File: src/rtl/complex_div_operand_collector.sv
// Collects four serial IEEE-754 beats (a.re, a.im, b.re, b.im) into one operand bundle for the complex divider.
// Latency: the bundle is valid one cycle after its final beat is accepted.
// Backpressure: only the completing beat waits on a stalled output; earlier beats are always taken.
module complex_div_operand_collector #(
    parameter int NUM_OPERANDS = 4,
    parameter int WIDTH        = 64
) (
    input  logic                                clk_i,
    input  logic                                rst_ni,
    input  logic                                flush_i,
    input  logic                                word_valid_i,
    output logic                                word_ready_o,
    input  logic [WIDTH-1:0]                    word_i,
    input  logic                                word_last_i,
    output logic                                out_valid_o,
    input  logic                                out_ready_i,
    output logic [NUM_OPERANDS-1:0][WIDTH-1:0]  operands_o,
    output logic                                div_zero_o,
    output logic                                frame_err_o,
    output logic                                busy_o
);

    localparam int CW = (NUM_OPERANDS > 1) ? $clog2(NUM_OPERANDS) : 1;
    localparam logic [CW-1:0] LAST_IDX = CW'(NUM_OPERANDS - 1);

    logic [CW-1:0]                         cnt;
    logic [CW-1:0]                         cnt_nxt;
    logic [NUM_OPERANDS-2:0][WIDTH-1:0]    slots;
    logic                                  out_vld_nxt;
    logic                                  frame_err_nxt;
    logic                                  at_last;
    logic                                  accept;
    logic                                  framing_bad;
    logic                                  complete;
    logic                                  xfer;

    assign at_last      = (cnt == LAST_IDX);
    // Only the completing beat needs a free output register.
    assign word_ready_o = rst_ni && !flush_i && !(at_last && out_valid_o && !out_ready_i);
    assign accept       = word_valid_i && word_ready_o;
    assign framing_bad  = accept && (word_last_i != at_last);
    assign complete     = accept && at_last && word_last_i;
    assign xfer         = out_valid_o && out_ready_i;

    always_comb begin
        cnt_nxt       = cnt;
        out_vld_nxt   = out_valid_o;
        frame_err_nxt = 1'b0;
        if (flush_i) begin
            cnt_nxt     = '0;
            out_vld_nxt = 1'b0;
        end else begin
            if (accept) begin
                cnt_nxt = (at_last || framing_bad) ? '0 : cnt + 1'b1;
            end
            frame_err_nxt = framing_bad;
            if (complete) begin
                out_vld_nxt = 1'b1;
            end else if (xfer) begin
                out_vld_nxt = 1'b0;
            end
        end
    end

    always_ff @(posedge clk_i) begin
        if (!rst_ni) begin
            cnt         <= '0;
            slots       <= '0;
            out_valid_o <= 1'b0;
            operands_o  <= '0;
            div_zero_o  <= 1'b0;
            frame_err_o <= 1'b0;
            busy_o      <= 1'b0;
        end else begin
            cnt         <= cnt_nxt;
            out_valid_o <= out_vld_nxt;
            frame_err_o <= frame_err_nxt;
            busy_o      <= (cnt_nxt != '0) || out_vld_nxt;
            if (accept && !framing_bad) begin
                if (at_last) begin
                    for (int i = 0; i < NUM_OPERANDS - 1; i++) begin
                        operands_o[i] <= slots[i];
                    end
                    operands_o[NUM_OPERANDS-1] <= word_i;
                    // Sign bit ignored: +0 and -0 both count as zero.
                    div_zero_o <= (slots[NUM_OPERANDS-2][WIDTH-2:0] == '0) &&
                                  (word_i[WIDTH-2:0] == '0);
                end else begin
                    for (int i = 0; i < NUM_OPERANDS - 1; i++) begin
                        if (cnt == CW'(i)) begin
                            slots[i] <= word_i;
                        end
                    end
                end
            end
        end
    end

endmodule

File: config.mk
export PLATFORM = sky130hd
export DESIGN_NAME = complex_div_operand_collector
export DESIGN_NICKNAME = d
export VERILOG_FILES = /design/src/rtl/complex_div_operand_collector.sv
export SDC_FILE = /design/constraint.sdc
export NUM_CORES = 1
export LEC_CHECK = 0
export ABC_AREA = 0
export BUFFER_PORTS_ARGS = -buffer_cell sky130_fd_sc_hd__buf_4
export CAP_MARGIN = 10
export CORE_ASPECT_RATIO = 0.75
export CORE_MARGIN = 2
export CORE_UTILIZATION = 55
export CTS_CLUSTER_SIZE = 30
export DETAILED_ROUTE_END_ITERATION = 7
export PLACE_DENSITY = 0.89
export SLEW_MARGIN = 20
export SYNTH_ARGS = -nofsm -noshare
export SYNTH_HDL_FRONTEND = slang
export SYNTH_SLANG_ARGS = --single-unit
File: constraint.sdc
create_clock -name clk_i -period 2.2 [get_ports clk_i]
set_clock_uncertainty 0.1 [all_clocks]
set_input_delay 0.44 -clock clk_i [delete_from_list [all_inputs] [get_ports clk_i]]
set_output_delay 0.44 -clock clk_i [all_outputs]
set_load 0.05 [all_outputs]
==> summary.md <==
| Metric | Value |
|---|---|
| Yosys warning count | 0 |
| Post-synthesis compound-gate area fraction | 19.83% |
| Switching Fraction | 21.38% |
| Post-route design area | 0.02148 mm2 |
| Placed insts | 2653 |
| DRC Markers | 0 |
| Routed wire length | 50.07 mm |
| Sequential power share | 50.6% |
| Global Route Usage Sum | 30.04% |
| Post-CTS Hold Fix Bufs | 0 |
| Layout cells sized above 1 | 20.18% |
| Detail Route Antenna Nets | 0 |
| N_diodes | 0 |
| CP max-delay cell | dfxtp_2 |
| Outcome | finished clean |
| Achievable Freq | 0.4664 GHz |
| Max cap viols | 0 |
| Area leader, netlist | dfxtp_1 |
| Initial Util | 56.27% |
| Post-Layout Cell Count | 2723 |
| Post-synth ARST share | 0% |
| Site Rows | 55 |
| Root buf cell | clkbuf_16 |
| Max FO, Critical Path | 4 |
| Die H | 156.6 um |
| Yosys reg bits | 454 |
| CP startpoint kind | register |
| Crit-path cells | ha_4 -> nand3b_1 -> nor2b_4 -> buf_6 |
| Post-Syn Area | 0.01708 mm2 |
| Final Cycle Share | 97.45% |
| Fillcell total | 2182 |
| Post-DP Area | 0.02000 mm2 |
| CTS tree | yes |
| CTS clk-pin slew, worst paths | 60 ps |
| Internal Power | 12.83 mW |
| Critical path type | register to primary output |
| Post-Synth XOR/XNOR Area | 0.05129% |
| Detail Placement HPWL | 32.57 mm |
| Static leakage | 7.975 nW |
| Comb pwr share | 3.6% |
| Sw power | 3.489 mW |
| Adder-Cell Fraction of Synth Area | 0.2931% |
| CTS buffer count | 43 |
| CP Data Arrival Time | 1600 ps |
| H-tree lvl count | 2 |
| Avg Vias per Cell | 5.569 |
| Worst skew pair latency | 550 ps |
| Grt ovf | 0 |
| Number of flops mapped to enable cells by yosys | 0 |
| Top post-synthesis cells by area | dfxtp_1, nand2_1, a21boi_1, a21boi_0, buf_4 |
| Multi-input gate area | 0.007298 mm2 |
| Initial antenna violation count | 0 |
| I/O pin total | 331 |
| Area Overhead vs Synth | 25.78% |
| RSZ-0062 raised after global routing | false |
| Cell Pwr Density | 759.9 mW/mm2 |
| Clock power frac | 45.8% |
| Top post-synthesis cells by count | nand2_1, dfxtp_1, a21boi_1 |
| CP peak stage delay | 350 ps |
| Nets | 2373 |
| Hold_ws | 73.82 ps |
| Post-synthesis area per instance | 8.466 um2 |
| Largest family of logic cells by synthesized area | simple AND/OR/NAND/NOR gates |
| Max clock buf depth | 3 |
| Unique masters post-synth | 30 |
| Final hold violations | 0 |
| Total chip power | 16.32 mW |
| Die width | 207.5 um |
| Endpoints failing setup | 0 |
| DRT Pass-1 Iters | 6 |
| Least-Margin Pin Slew | 833.1 ps |
| First-pass GRT wire length | 78.31 mm |
| Worst Path Required | 1660 ps |
| Die ar. | 0.03249 mm2 |
| Clock Sinks | 454 |
| CP Capture Type | primary output |
| Max-slew headroom | 44.46% |
| Vias in the first global route | 14400 |
| Hold Crit Class | primary input to register |
| Primary FF master, synth | dfxtp_1 |
| Post-synthesis mux area share | 0.05862% |
| Top-count cell post-synth | nand2_1 |
| Largest net degree at the start of global routing | 155 |
| Post-Synth Simple-Gate Area | 22.12% |
| Synth Instances | 2017 |
| Register Area | 0.009091 mm2 |
| Min Tclk post-route | 2144 ps |
| Post-synth top area share | 53.22% |
| Initial DRC count | 1262 |
| Fin util | 70.77% |
| PortBufs | 330 |
| Via count | 15165 |
| Worst IR Drop VDD | 715.4 uV |
| Post-synth net total | 2091 |
| Pins Over Slew Limit | 0 |
| Seq/Total Area, Yosys | 53.22% |
| Gpl congestion | 0.8342 |
| Core Footprint | 0.03035 mm2 |
| Wire per inst | 18.39 um |
| Post-CTS setup buffer count | 0 |
==> registers in the layout, summed over array words and instances, names as in the netlist <==
register and cells:
operands_o 256, busy_o 1, frame_err_o 1, cnt 2, out_valid_o 1, div_zero_o 1, slots 192
==> area by class of cell <==
| cell class | count | share of cell area [%] |
|---|---|---|
| Timing Repair Buffer | 383 | 14.74 |
| Inverter | 2 | 0.03495 |
| Multi-Input combinational cell | 1415 | 33.98 |
| Clock inverter | 12 | 0.6117 |
| Sequential cell | 454 | 42.33 |
| Tap cell | 399 | 2.324 |
| Clock buffer | 58 | 5.983 |
==> logic make-up (layout without fill, tap and decap cells) <==
| logic type | Yosys count | count (layout) |
|---|---|---|
| simple gates | 958 | 958 |
| flops | 454 | 454 |
| compound gates | 451 | 451 |
| buf+inv | 148 | 455 |
| fa+ha+maj | 4 | 4 |
| xor+xnor | 1 | 1 |
| mux | 1 | 1 |
==> worst paths after layout <==
| check | slack (ps) | depth (start not counted) | end | start |
|---|---|---|---|---|
| worst max-delay path | 60 | 4 | word_ready_o | cnt[1]$_SDFF_PN0_ |
| worst min-delay path | 70 | 3 | slots[10]$_SDFFE_PN0P_ | word_i[10] |
| worst max register to register | 90 | 5 | div_zero_o$_SDFFE_PN0P_ | slots[144]$_SDFFE_PN0P_ |
| worst min register to register | 350 | 2 | slots[100]$_SDFFE_PN0P_ | slots[100]$_SDFFE_PN0P_ |
==> cells in the final DEF, fill, tap and decap left out, types with 3 or more instances in the layout <==
master,n
nor2_1,3
nand2_1,897
nor4_1,27
ha_1,3
clkbuf_8,11
a21boi_1,254
a21boi_0,194
and2_2,3
buf_12,22
clkinv_2,6
dfxtp_1,452
buf_4,358
clkbuf_16,45
nor3_1,3
nand2_2,3
nand4_1,8
==> what timing repair did <==
action | 4_1_cts | 5_1_grt
resized for setup | 7 | 4
pin swaps | 0 | 0
setup endpoints to repair | 2 | 2
==> per-stage QoR <==
step / setup TNS [ps] / worst slack, ps
after global placement: -357.6 / -357.6
after detailed placement: -333.3 / -333.3
after CTS: 0 / 31.60
after floorplan: 0 / 192.6
final: 0 / 56.05
after global routing: 0 / 1.584
==> routing by layer <==
layer | routed length, um | vias up | track usage, %
li1 | - | 7087 | -
met4 | 1206 | 0 | 8.571
met2 | 23210 | 632 | 49.78
met5 | 0 | - | 0
met1 | 21470 | 7341 | 39.83
met3 | 4188 | 105 | 6.362
==> power groups by stage <==
stage               clock network, mW  logic [mW]  registers (mW)
finish                           7.48       0.588            8.26
global route                     7.87       0.620            8.26
CTS                              7.53       0.578            8.26
detailed placement                  0       0.575            8.44
global placement                    0       0.569            8.44
floorplan                           0       0.266            8.44
==> critical path, delay by kind of cell (launching register included) <==
| family | cells | cell delay, ps |
|---|---|---|
| adders and majority gates | 1 | 180 |
| and+or+nand+nor | 2 | 360 |
| buffers and inverters | 1 | 170 |
| DFF | 1 | 350 |
Note: power is estimated with default switching activity, not from simulation.
